### src/rtl/axi4lite_tb_pkg.sv
// Shared types and constants for the queued AXI4-Lite master: FSM states,
// AXI response codes and the timeout status value.
package axi4lite_tb_pkg;

  typedef enum logic [2:0] {
    S_IDLE,
    S_WR_AW_W,
    S_WR_B,
    S_RD_AR,
    S_RD_R,
    S_RESP
  } fsm_state_t;

  localparam logic [1:0] RESP_OKAY   = 2'b00;
  localparam logic [1:0] RESP_EXOKAY = 2'b01;
  localparam logic [1:0] RESP_SLVERR = 2'b10;
  localparam logic [1:0] RESP_DECERR = 2'b11;

  localparam logic [2:0] ST_TIMEOUT  = 3'b100;

  // States in which a bus access is outstanding and the watchdog runs.
  function automatic logic is_active(input fsm_state_t s);
    return (s == S_WR_AW_W) || (s == S_WR_B) || (s == S_RD_AR) || (s == S_RD_R);
  endfunction

endpackage

### src/rtl/axi4lite_cmd_fifo.sv
// Synchronous first-word-fall-through command FIFO; power-of-two depth,
// pointers wrap naturally, occupancy counter one bit wider than the pointers.
module axi4lite_cmd_fifo #(
  parameter int G_WIDTH = 8,
  parameter int G_DEPTH = 4
) (
  input  logic               clk,
  input  logic               rst,
  input  logic               push,
  input  logic [G_WIDTH-1:0] push_data,
  input  logic               pop,
  output logic [G_WIDTH-1:0] pop_data,
  output logic               full,
  output logic               empty
);

  localparam int PW = $clog2(G_DEPTH);
  localparam int CW = PW + 1;

  logic [G_WIDTH-1:0] mem [G_DEPTH];
  logic [PW-1:0]      wr_ptr;
  logic [PW-1:0]      rd_ptr;
  logic [CW-1:0]      count;
  logic               do_push;
  logic               do_pop;

  assign do_push  = push && !full;
  assign do_pop   = pop && !empty;
  assign full     = (count == CW'(G_DEPTH));
  assign empty    = (count == '0);
  assign pop_data = mem[rd_ptr];

  always_ff @(posedge clk) begin
    if (rst) begin
      wr_ptr <= '0;
      rd_ptr <= '0;
      count  <= '0;
    end else begin
      if (do_push) wr_ptr <= wr_ptr + 1'b1;
      if (do_pop)  rd_ptr <= rd_ptr + 1'b1;
      case ({do_push, do_pop})
        2'b10:   count <= count + 1'b1;
        2'b01:   count <= count - 1'b1;
        default: count <= count;
      endcase
    end
  end

  // NOTE: storage is deliberately not reset; the pointers and count define
  // which entries are valid, and an un-reset array maps onto plain RAM.
  always_ff @(posedge clk) begin
    if (do_push) mem[wr_ptr] <= push_data;
  end

endmodule

### src/rtl/axi4lite_master_queued.sv
// Queued AXI4-Lite master: commands are buffered in a FIFO and executed one at
// a time, in order, each producing a single response pulse; a watchdog aborts hung accesses.
module axi4lite_master_queued
  import axi4lite_tb_pkg::*;
#(
  parameter int G_AXI4LITE_ADDR_WIDTH = 32,
  parameter int G_AXI4LITE_DATA_WIDTH = 32,
  parameter int G_CMD_DEPTH           = 4,
  parameter int G_TIMEOUT             = 1024
) (
  input  logic                               clk,
  input  logic                               rst,
  input  logic                               cmd_valid,
  output logic                               cmd_ready,
  input  logic [G_AXI4LITE_ADDR_WIDTH-1:0]   cmd_addr,
  input  logic                               cmd_rnw,
  input  logic [G_AXI4LITE_DATA_WIDTH/8-1:0] cmd_strobe,
  input  logic [G_AXI4LITE_DATA_WIDTH-1:0]   cmd_wdata,
  output logic                               rsp_valid,
  output logic [G_AXI4LITE_DATA_WIDTH-1:0]   rsp_rdata,
  output logic [2:0]                         rsp_status,
  output logic [G_AXI4LITE_ADDR_WIDTH-1:0]   m_awaddr,
  output logic                               m_awvalid,
  input  logic                               m_awready,
  output logic [G_AXI4LITE_DATA_WIDTH-1:0]   m_wdata,
  output logic [G_AXI4LITE_DATA_WIDTH/8-1:0] m_wstrb,
  output logic                               m_wvalid,
  input  logic                               m_wready,
  input  logic [1:0]                         m_bresp,
  input  logic                               m_bvalid,
  output logic                               m_bready,
  output logic [G_AXI4LITE_ADDR_WIDTH-1:0]   m_araddr,
  output logic                               m_arvalid,
  input  logic                               m_arready,
  input  logic [G_AXI4LITE_DATA_WIDTH-1:0]   m_rdata,
  input  logic [1:0]                         m_rresp,
  input  logic                               m_rvalid,
  output logic                               m_rready
);

  localparam int AW    = G_AXI4LITE_ADDR_WIDTH;
  localparam int DW    = G_AXI4LITE_DATA_WIDTH;
  localparam int SW    = DW / 8;
  localparam int CMD_W = AW + 1 + SW + DW;
  localparam int WD_W  = (G_TIMEOUT > 2) ? $clog2(G_TIMEOUT) : 1;
  localparam logic [WD_W-1:0] WD_LAST = (G_TIMEOUT > 0) ? WD_W'(G_TIMEOUT - 1) : '0;

  fsm_state_t      state_q, state_d;

  logic            cmd_ready_en_q;
  logic            fifo_push, fifo_pop, fifo_full, fifo_empty;
  logic [CMD_W-1:0] fifo_wr_data, fifo_rd_data;
  logic [AW-1:0]   c_addr;
  logic            c_rnw;
  logic [SW-1:0]   c_strb;
  logic [DW-1:0]   c_wdata;

  logic            aw_done_q, w_done_q;
  logic            aw_hs, w_hs;
  logic [WD_W-1:0] wd_cnt_q;
  logic            wd_expired;

  logic [AW-1:0]   awaddr_q, araddr_q;
  logic [DW-1:0]   wdata_q;
  logic [SW-1:0]   wstrb_q;
  logic [DW-1:0]   rdata_q;
  logic [1:0]      resp_q;
  logic            timeout_q;

  // cmd_ready stays low through reset and rises the cycle after rst drops.
  assign cmd_ready    = cmd_ready_en_q && !fifo_full;
  assign fifo_push    = cmd_valid && cmd_ready;
  assign fifo_wr_data = {cmd_addr, cmd_rnw, cmd_strobe, cmd_wdata};
  assign {c_addr, c_rnw, c_strb, c_wdata} = fifo_rd_data;

  axi4lite_cmd_fifo #(
    .G_WIDTH (CMD_W),
    .G_DEPTH (G_CMD_DEPTH)
  ) u_cmd_fifo (
    .clk       (clk),
    .rst       (rst),
    .push      (fifo_push),
    .push_data (fifo_wr_data),
    .pop       (fifo_pop),
    .pop_data  (fifo_rd_data),
    .full      (fifo_full),
    .empty     (fifo_empty)
  );

  // Handshakes derived from registered state so the FSM has no path from its own outputs.
  assign aw_hs      = (state_q == S_WR_AW_W) && !aw_done_q && m_awready;
  assign w_hs       = (state_q == S_WR_AW_W) && !w_done_q  && m_wready;
  assign wd_expired = (G_TIMEOUT != 0) && is_active(state_q) && (wd_cnt_q == WD_LAST);

  assign m_awaddr = awaddr_q;
  assign m_wdata  = wdata_q;
  assign m_wstrb  = wstrb_q;
  assign m_araddr = araddr_q;

  // NOTE: every signal written here gets a default first, so no path through
  // the case statement can leave one unassigned and infer a latch.
  always_comb begin
    state_d   = state_q;
    fifo_pop  = 1'b0;
    m_awvalid = (state_q == S_WR_AW_W) && !aw_done_q;
    m_wvalid  = (state_q == S_WR_AW_W) && !w_done_q;
    m_bready  = (state_q == S_WR_B);
    m_arvalid = (state_q == S_RD_AR);
    m_rready  = (state_q == S_RD_R);

    unique case (state_q)
      S_IDLE: begin
        if (!fifo_empty) begin
          fifo_pop = 1'b1;
          state_d  = c_rnw ? S_RD_AR : S_WR_AW_W;
        end
      end
      S_WR_AW_W: begin
        if ((aw_done_q || aw_hs) && (w_done_q || w_hs)) state_d = S_WR_B;
      end
      S_WR_B:  if (m_bvalid)  state_d = S_RESP;
      S_RD_AR: if (m_arready) state_d = S_RD_R;
      S_RD_R:  if (m_rvalid)  state_d = S_RESP;
      S_RESP:  state_d = S_IDLE;
      default: state_d = S_IDLE;
    endcase

    if (wd_expired) state_d = S_RESP;
  end

  // NOTE: sequential state uses non-blocking assignments only, so every
  // register samples pre-edge values regardless of statement order.
  always_ff @(posedge clk) begin
    if (rst) begin
      state_q        <= S_IDLE;
      cmd_ready_en_q <= 1'b0;
      aw_done_q      <= 1'b0;
      w_done_q       <= 1'b0;
      wd_cnt_q       <= '0;
      awaddr_q       <= '0;
      araddr_q       <= '0;
      wdata_q        <= '0;
      wstrb_q        <= '0;
      rdata_q        <= '0;
      resp_q         <= RESP_OKAY;
      timeout_q      <= 1'b0;
      rsp_valid      <= 1'b0;
      rsp_rdata      <= '0;
      rsp_status     <= '0;
    end else begin
      state_q        <= state_d;
      cmd_ready_en_q <= 1'b1;

      if (fifo_pop) begin
        wd_cnt_q  <= '0;
        aw_done_q <= 1'b0;
        w_done_q  <= 1'b0;
        rdata_q   <= '0;
        resp_q    <= RESP_OKAY;
        timeout_q <= 1'b0;
        if (c_rnw) begin
          araddr_q <= c_addr;
        end else begin
          awaddr_q <= c_addr;
          wdata_q  <= c_wdata;
          wstrb_q  <= c_strb;
        end
      end else if (is_active(state_q)) begin
        wd_cnt_q <= wd_cnt_q + 1'b1;
      end

      if (aw_hs) aw_done_q <= 1'b1;
      if (w_hs)  w_done_q  <= 1'b1;

      if ((state_q == S_WR_B) && m_bvalid) resp_q <= m_bresp;
      if ((state_q == S_RD_R) && m_rvalid) begin
        rdata_q <= m_rdata;
        resp_q  <= m_rresp;
      end

      // An expiring watchdog overrides anything captured in the same cycle.
      if (wd_expired) begin
        timeout_q <= 1'b1;
        rdata_q   <= '0;
        resp_q    <= RESP_OKAY;
      end

      rsp_valid <= (state_q == S_RESP);
      if (state_q == S_RESP) begin
        rsp_rdata  <= rdata_q;
        rsp_status <= {timeout_q, resp_q};
      end
    end
  end

endmodule

### config.mk
export PLATFORM = sky130hd
export DESIGN_NAME = axi4lite_master_queued
export DESIGN_NICKNAME = d
export VERILOG_FILES = /design/src/rtl/axi4lite_tb_pkg.sv /design/src/rtl/axi4lite_cmd_fifo.sv /design/src/rtl/axi4lite_master_queued.sv
export SDC_FILE = /design/constraint.sdc
export NUM_CORES = 1
export LEC_CHECK = 0
export CAP_MARGIN = 25
export CORE_MARGIN = 10
export CORE_UTILIZATION = 58
export DETAILED_ROUTE_END_ITERATION = 10
export GPL_ROUTABILITY_DRIVEN = 0
export PLACE_DENSITY = 0.92
export SLEW_MARGIN = 0
export SYNTH_ARGS = -nofsm -noshare
export SYNTH_HDL_FRONTEND = slang
export SYNTH_SLANG_ARGS = --single-unit
### constraint.sdc
create_clock -name clk -period 4.36 [get_ports clk]
set_clock_uncertainty 0.1 [all_clocks]
set_input_delay 0.654 -clock clk [delete_from_list [all_inputs] [get_ports clk]]
set_output_delay 0.654 -clock clk [all_outputs]
set_load 0.01 [all_outputs]
## Yosys cells after proc, flatten, opt, wreduce, memory -nomap -nowiden

Memories as Yosys holds them, arrays and structs flattened. A register that Yosys moved wholly into a read port is not among the register bits.
Index checks and enable logic that the tools add are counted.
Widths: inputs -> output; s select.

| word-level totals | value |
|---|---|
| RAM bits | 276 |
| flip-flop bits (word level) | 194 |
| output and inout bits | 142 |
| logic and storage cells | 105 |
| memories | 1 |
| input port bits | 113 |

| operators by class | value |
|---|---|
| bitwise operators | 1 |
| reductions and logical operators | 35 |
| add/sub/neg operators | 5 |
| equality and inequality tests | 19 |
| mux-type cells | 25 |

Memory list:

| name | words | bits a word | read ports | clocked after memory_dff | write ports | RTL line | RTL |
|---|---|---|---|---|---|---|---|
| u_cmd_fifo.mem | 4 | 69 | 1 | 1 | 1 | axi4lite_cmd_fifo.sv:20 | `logic [G_WIDTH-1:0] mem [G_DEPTH];` |

Operators with widths:

| cell | number |
|---|---|
| $mux 32 | 2 |
| $mux 3 | 6 |
| $pmux 3 s5 | 1 |
| $logic_and 1x1->1 | 12 |
| $mux 2 | 6 |
| $add 10x1->10 const B | 1 |
| $eq 10x10->1 const B | 1 |
| $reduce_and 5->1 | 2 |
| $reduce_bool 2->1 | 5 |
| $eq 3x3->1 const B | 3 |
| $mux 1 | 9 |
| $ne 3x2->1 const B | 3 |
| $eq 3x2->1 const B | 2 |
| $logic_not 3->1 | 2 |
| $ne 2x2->1 const B | 3 |
| $pmux 3 s2 | 1 |
| $logic_or 1x1->1 | 5 |
| $add 2x1->2 const B | 2 |
| $logic_not 1->1 | 4 |
| $ne 2x1->1 const B | 2 |
| $reduce_and 2->1 | 2 |
| $reduce_or 2->1 | 2 |
| $add 3x1->3 const B | 1 |
| $eq 3x1->1 const B | 1 |
| 7 further kinds | 7 |

## Depth between registers and ports, before layout

| depth | value |
|---|---|
| depth in word-level cells | 8 |
| depth in mapped cells | 10 |
| mapped depth without buffers | 9 |

## By module

Synthesis repeated with hierarchy kept, for this count alone.

| unflattened totals | value |
|---|---|
| cell total of the unflattened synthesis | 1240 |
| area total of the unflattened synthesis | 17160.2 µm² |

Modules (own cells, without submodules):

| module | sequential area each (µm²) | cells each | area an instance (µm²) | instances |
|---|---|---|---|---|
| axi4lite_cmd_fifo | 8468.1 | 415 | 10435.0 | 1 |
| axi4lite_master_queued | 3743.6 | 825 | 6725.2 | 1 |

## Least setup slack after synthesis

OpenSTA, ideal clock, no wires.

| timing path | value |
|---|---|
| path type | reg-to-reg |
| start point | reg u_cmd_fifo.count[0] |
| end point | mem u_cmd_fifo.mem[0][0] in the netlist's numbering, enable pin |
| arrival time | 2.334 ns |
| clock period less this slack | 2.869 ns |
| required time | 3.825 ns |
| stages on the path, launching flop included | 3 |
| path slack | 1.491 ns |
| buffers on the path | 0 |
| setup time | 0.435 ns |
| path through | dfxtp_1 o31a_1 and3_1 |

| between the ends | value |
|---|---|
| longest elaborated chain between the ends | 7 |

Ends and longest elaborated chain:

| what | RTL line | RTL |
|---|---|---|
| from (decl) | axi4lite_cmd_fifo.sv:23 | `logic [CW-1:0] count;` |
| from (signal assigned) | axi4lite_cmd_fifo.sv:42 | `2'b10: count <= count + 1'b1;` |
| from (signal assigned) | axi4lite_cmd_fifo.sv:43 | `2'b01: count <= count - 1'b1;` |
| from (signal assigned) | axi4lite_cmd_fifo.sv:44 | `default: count <= count;` |
| $eq 3x3->1 | axi4lite_cmd_fifo.sv:29 | `assign full = (count == CW'(G_DEPTH));` |
| $logic_not 1->1 | axi4lite_master_queued.sv:71 | `assign cmd_ready = cmd_ready_en_q && !fifo_full;` |
| $logic_and 1x1->1 | axi4lite_master_queued.sv:71 |  |
| net cmd_ready | axi4lite_master_queued.sv:14 | `output logic cmd_ready,` |
| $logic_and 1x1->1 | axi4lite_master_queued.sv:72 | `assign fifo_push = cmd_valid && cmd_ready;` |
| $logic_and 1x1->1 | axi4lite_cmd_fifo.sv:27 | `assign do_push = push && !full;` |
| $mux 1 | axi4lite_cmd_fifo.sv:52 | `if (do_push) mem[wr_ptr] <= push_data;` |
| $mux 1 (not written as such) | axi4lite_cmd_fifo.sv:52 |  |
| to (decl) | axi4lite_cmd_fifo.sv:20 |  |

The timed path passes the listed nets, and every way through them passes these cells.

## Worst setup path after layout

| timing path | value |
|---|---|
| start point | reg state_q[0] |
| end point | out m_wvalid |

| between the ends | value |
|---|---|
| longest elaborated chain between the ends | 2 |

Ends and longest elaborated chain:

| what | RTL line | RTL |
|---|---|---|
| from (decl) | axi4lite_master_queued.sv:48 | `fsm_state_t state_q, state_d;` |
| from (signal assigned) | axi4lite_master_queued.sv:151 | `state_q <= state_d;` |
| $eq 3x1->1 | axi4lite_master_queued.sv:106 | `m_wvalid = (state_q == S_WR_AW_W) && !w_done_q;` |
| $logic_and 1x1->1 | axi4lite_master_queued.sv:106 |  |
| to (decl) | axi4lite_master_queued.sv:27 | `output logic m_wvalid,` |

No other way between the ends.

==> impl_metrics.csv <==
group,metric,value,unit
logic_synthesis,syn_inst,1225,
critical_path,worstPathArrival,2.54,ns
floorplanning,floorplan.initialDensity,0.589,
global_routing,overflow,0,
sta,min_period,3.29,ns
critical_path,cp-end-kind,"primary output",
clock_tree,ctsRootBufferMaster,"clkbuf_16",
logic_synthesis,synthArstFlopShare,0,
logic_synthesis,ys_warn_count,0,
power,ir_worst_vdd,0.432,mV
global_routing,grt_pass1_wl,64900,µm
final_layout,fill_cells,1674,
global_routing,grt_pass1_vias,11500,
final_layout,diodes,0,
final_layout,final_cell_mix,"278 x nand2_1, 276 x edfxtp_1, 253 x clkdlybuf4s50_1, 194 x dfxtp_1, 143 x a21oi_1",
sta,hold_viol,0,
sta,layout_worst_path_cycle_share,0.755,
place,detailedPlace.worstSlack,1.34,ns
clock_tree,clock_latency,0.56,ns
final_layout,finish.utilization,0.744,
clock_tree,clk_pin_slew,0.06,ns
power,intPower,8770,µW
power,p_total,12400,µW
floorplanning,ios,255,
final_layout,area_growth_syn_to_layout,26.3,%
detailed_routing,avgRoutedWirePerCell,22.4,µm
logic_synthesis,seq_area_frac_synth,0.718,
power,switching_share,0.295,
global_routing,antenna_found_initial,3,
clock_tree,h-tree-depth,2,
logic_synthesis,netlist_area,17000,µm²
logic_synthesis,yosysUniqueCellTypes,42,
clock_tree,cts.repair.resized,0,
logic_synthesis,avgSynthCellArea,13.9,µm²
detailed_routing,drc,0,
sta,fin_ws,1.07,ns
place,port-buffer-count,254,
floorplanning,die_h,191,µm
place,dpl.hpwl,26400,µm
final_layout,layout.nets,1590,
logic_synthesis,ys.flop_type,"edfxtp_1",
critical_path,path_class,"flip-flop to primary output",
floorplanning,die_w,191,µm
detailed_routing,wl,42400,µm
sta,rsz0062_at_grt,"false",
clock_tree,cts_buffers,46,
min_path,hp-class,"primary input to flip-flop",
clock_tree,post_cts_buffers,0,
floorplanning,num_rows,62,
sta,max_slew_margin,0.328,
critical_path,worst_r2r_startpoint,"state_q[0]$_SDFFE_PP0P_",
power,pwr_density_cell,579,nW/µm²
floorplanning,die-area,36600,µm²
detailed_routing,viasPerCell,5.83,
critical_path,rr_worst_depth,9,
flow_run,maxCapViolCount,0,
clock_tree,clockBufferDepth,3,
detailed_routing,vias,11000,
status,status,"finished clean",
global_routing,grtUsageTotal,0.228,
critical_path,r2r_slack,1.32,ns
critical_path,critPathMaxFanout,17,
sta,fin_tns_setup,0,ns
floorplanning,coreArea,28900,µm²
critical_path,critPathRequiredTime,3.61,ns
logic_synthesis,syn_nets,1345,
power,p_leak,0.00697,µW
sta,fmax,0.304,GHz
power,seqPwrFrac,0.440,
logic_synthesis,synth_edf_count,276,
power,clkPwrFrac,0.307,
detailed_routing,ant_nets,0,
min_path,hold_depth,2,
min_path,hp-start,"rst",
detailed_routing,firstDrtPassIters,6,
clock_tree,cts-hold-fix-buffers,0,
sta,slew_violations,0,
power,combinationalPowerShare,0.253,
critical_path,rr_endpoint,"u_cmd_fifo.count[2]$_SDFFE_PP0P_",
clock_tree,clock_sinks,472,
sta,max_slew.worst_pin.slew,1.01,ns
logic_synthesis,ys_seq_elements,472,
global_routing,grt_start_max_net_pins,82,
detailed_routing,drtIter0Drc,888,
clock_tree,cts_tree,"yes",
final_layout,final_common_cell,"nand2_1",
power,total_switching_power,3670,µW
final_layout,drive_above_1_share,0.114,
min_path,holdPathEnd,"rsp_rdata[4]$_SDFFE_PP0P_",
sta,final-setup-viol-count,0,
critical_path,critPathLaunchType,"flip-flop",
[worst max-delay path, stage by stage, from the launching register on]
cell and delay (ns):
dfxtp_1 0.68, or3b_2 0.51, nor2_1 0.20, clkdlybuf4s50_1 0.60
[how the worst max path moves through the flow]
stage,startpoint,end,cells after the start
after floorplan,u_cmd_fifo.count[0]$_SDFFE_PP0P_,u_cmd_fifo.mem[0][0]$_DFFE_PP_,2
after global placement,cmd_valid,u_cmd_fifo.count[2]$_SDFFE_PP0P_,8
after detailed placement,cmd_valid,u_cmd_fifo.count[2]$_SDFFE_PP0P_,8
after CTS,state_q[0]$_SDFFE_PP0P_,m_wvalid,3
after global routing,state_q[0]$_SDFFE_PP0P_,m_wvalid,3
final,state_q[0]$_SDFFE_PP0P_,m_wvalid,3
[synth_stat cells (all sizes together), types with 2 or more instances]
| cell | number | area [µm²] |
|---|---|---|
| o21ai | 8 | 40.0 |
| xor2 | 4 | 35.0 |
| and4 | 2 | 17.5 |
| nand2 | 278 | 1040 |
| mux4 | 69 | 1550 |
| nor3 | 6 | 35.0 |
| xnor2 | 4 | 35.0 |
| a311oi | 2 | 17.5 |
| nand4 | 3 | 18.8 |
| a21oi | 144 | 721 |
| or3b | 2 | 17.5 |
| inv | 12 | 45.0 |
| clkbuf | 56 | 210 |
| nor3b | 2 | 15.0 |
| or3 | 10 | 62.6 |
| mux2i | 2 | 20.0 |
| and3 | 9 | 56.3 |
| dfxtp | 196 | 3920 |
| o211ai | 2 | 15.0 |
| buf | 22 | 126 |
| edfxtp | 276 | 8290 |
| ha | 6 | 75.1 |
| nor2 | 51 | 191 |
| and2 | 2 | 12.5 |
| a22oi | 35 | 263 |
| nand3 | 8 | 40.0 |
| nor2b | 2 | 12.5 |
[power groups by stage]
stage	registers [µW]	clock network, µW	logic (µW)
after global routing	5530	4040	3390
after global placement	5530	0	2970
after CTS	5470	3870	3130
after detailed placement	5560	0	3090
after floorplan	5530	0	1850
final	5470	3820	3140
[routing by layer]
metal  global-route usage  share of wire
met5                    0        0.00097
met4               0.0664          0.022
met3               0.0570          0.085
met2                0.398           0.51
met1                0.275           0.38
[cell families (layout without fill, tap and decap cells)]
group           Yosys count  after routing  synth area share
fa+ha+maj                 7              7           0.00559
mux                      72             72            0.0932
compound gates          199            199            0.0661
buf+inv                  90            370            0.0224
xor+xnor                  8              8           0.00412
flops                   472            472             0.718
simple gates            377            377            0.0906
[stage by stage]
stage                     area (µm²)  instances  hold WS (ns)
after detailed placement       20000       1804         0.343
final                          21500       1889         0.240
after global placement         19900       1801         0.336
after global routing           21500       1889         0.238
after floorplan                17000       1225         0.332
after CTS                      21400       1887         0.226
[final cells by class]
cell class | instances | area [µm²] | area share
tap | 384 | 480 | 0.0224
sequential | 472 | 12200 | 0.569
multi-input combinational | 663 | 4470 | 0.208
timing repair buffer | 275 | 2790 | 0.130
clock buffer | 71 | 1350 | 0.0627
clock inverter | 12 | 135 | 0.00629
inverter | 12 | 45.0 | 0.00210
[registers in the layout (all words and copies together) (netlist names), 4 cells and up, named ones only]
signal          flops
m_wstrb             4
rsp_rdata          32
m_awaddr           32
u_cmd_fifo.mem    276
wd_cnt_q           10
m_wdata            32
rdata_q            32
m_araddr           32
Power figures use the tool's default switching activity.
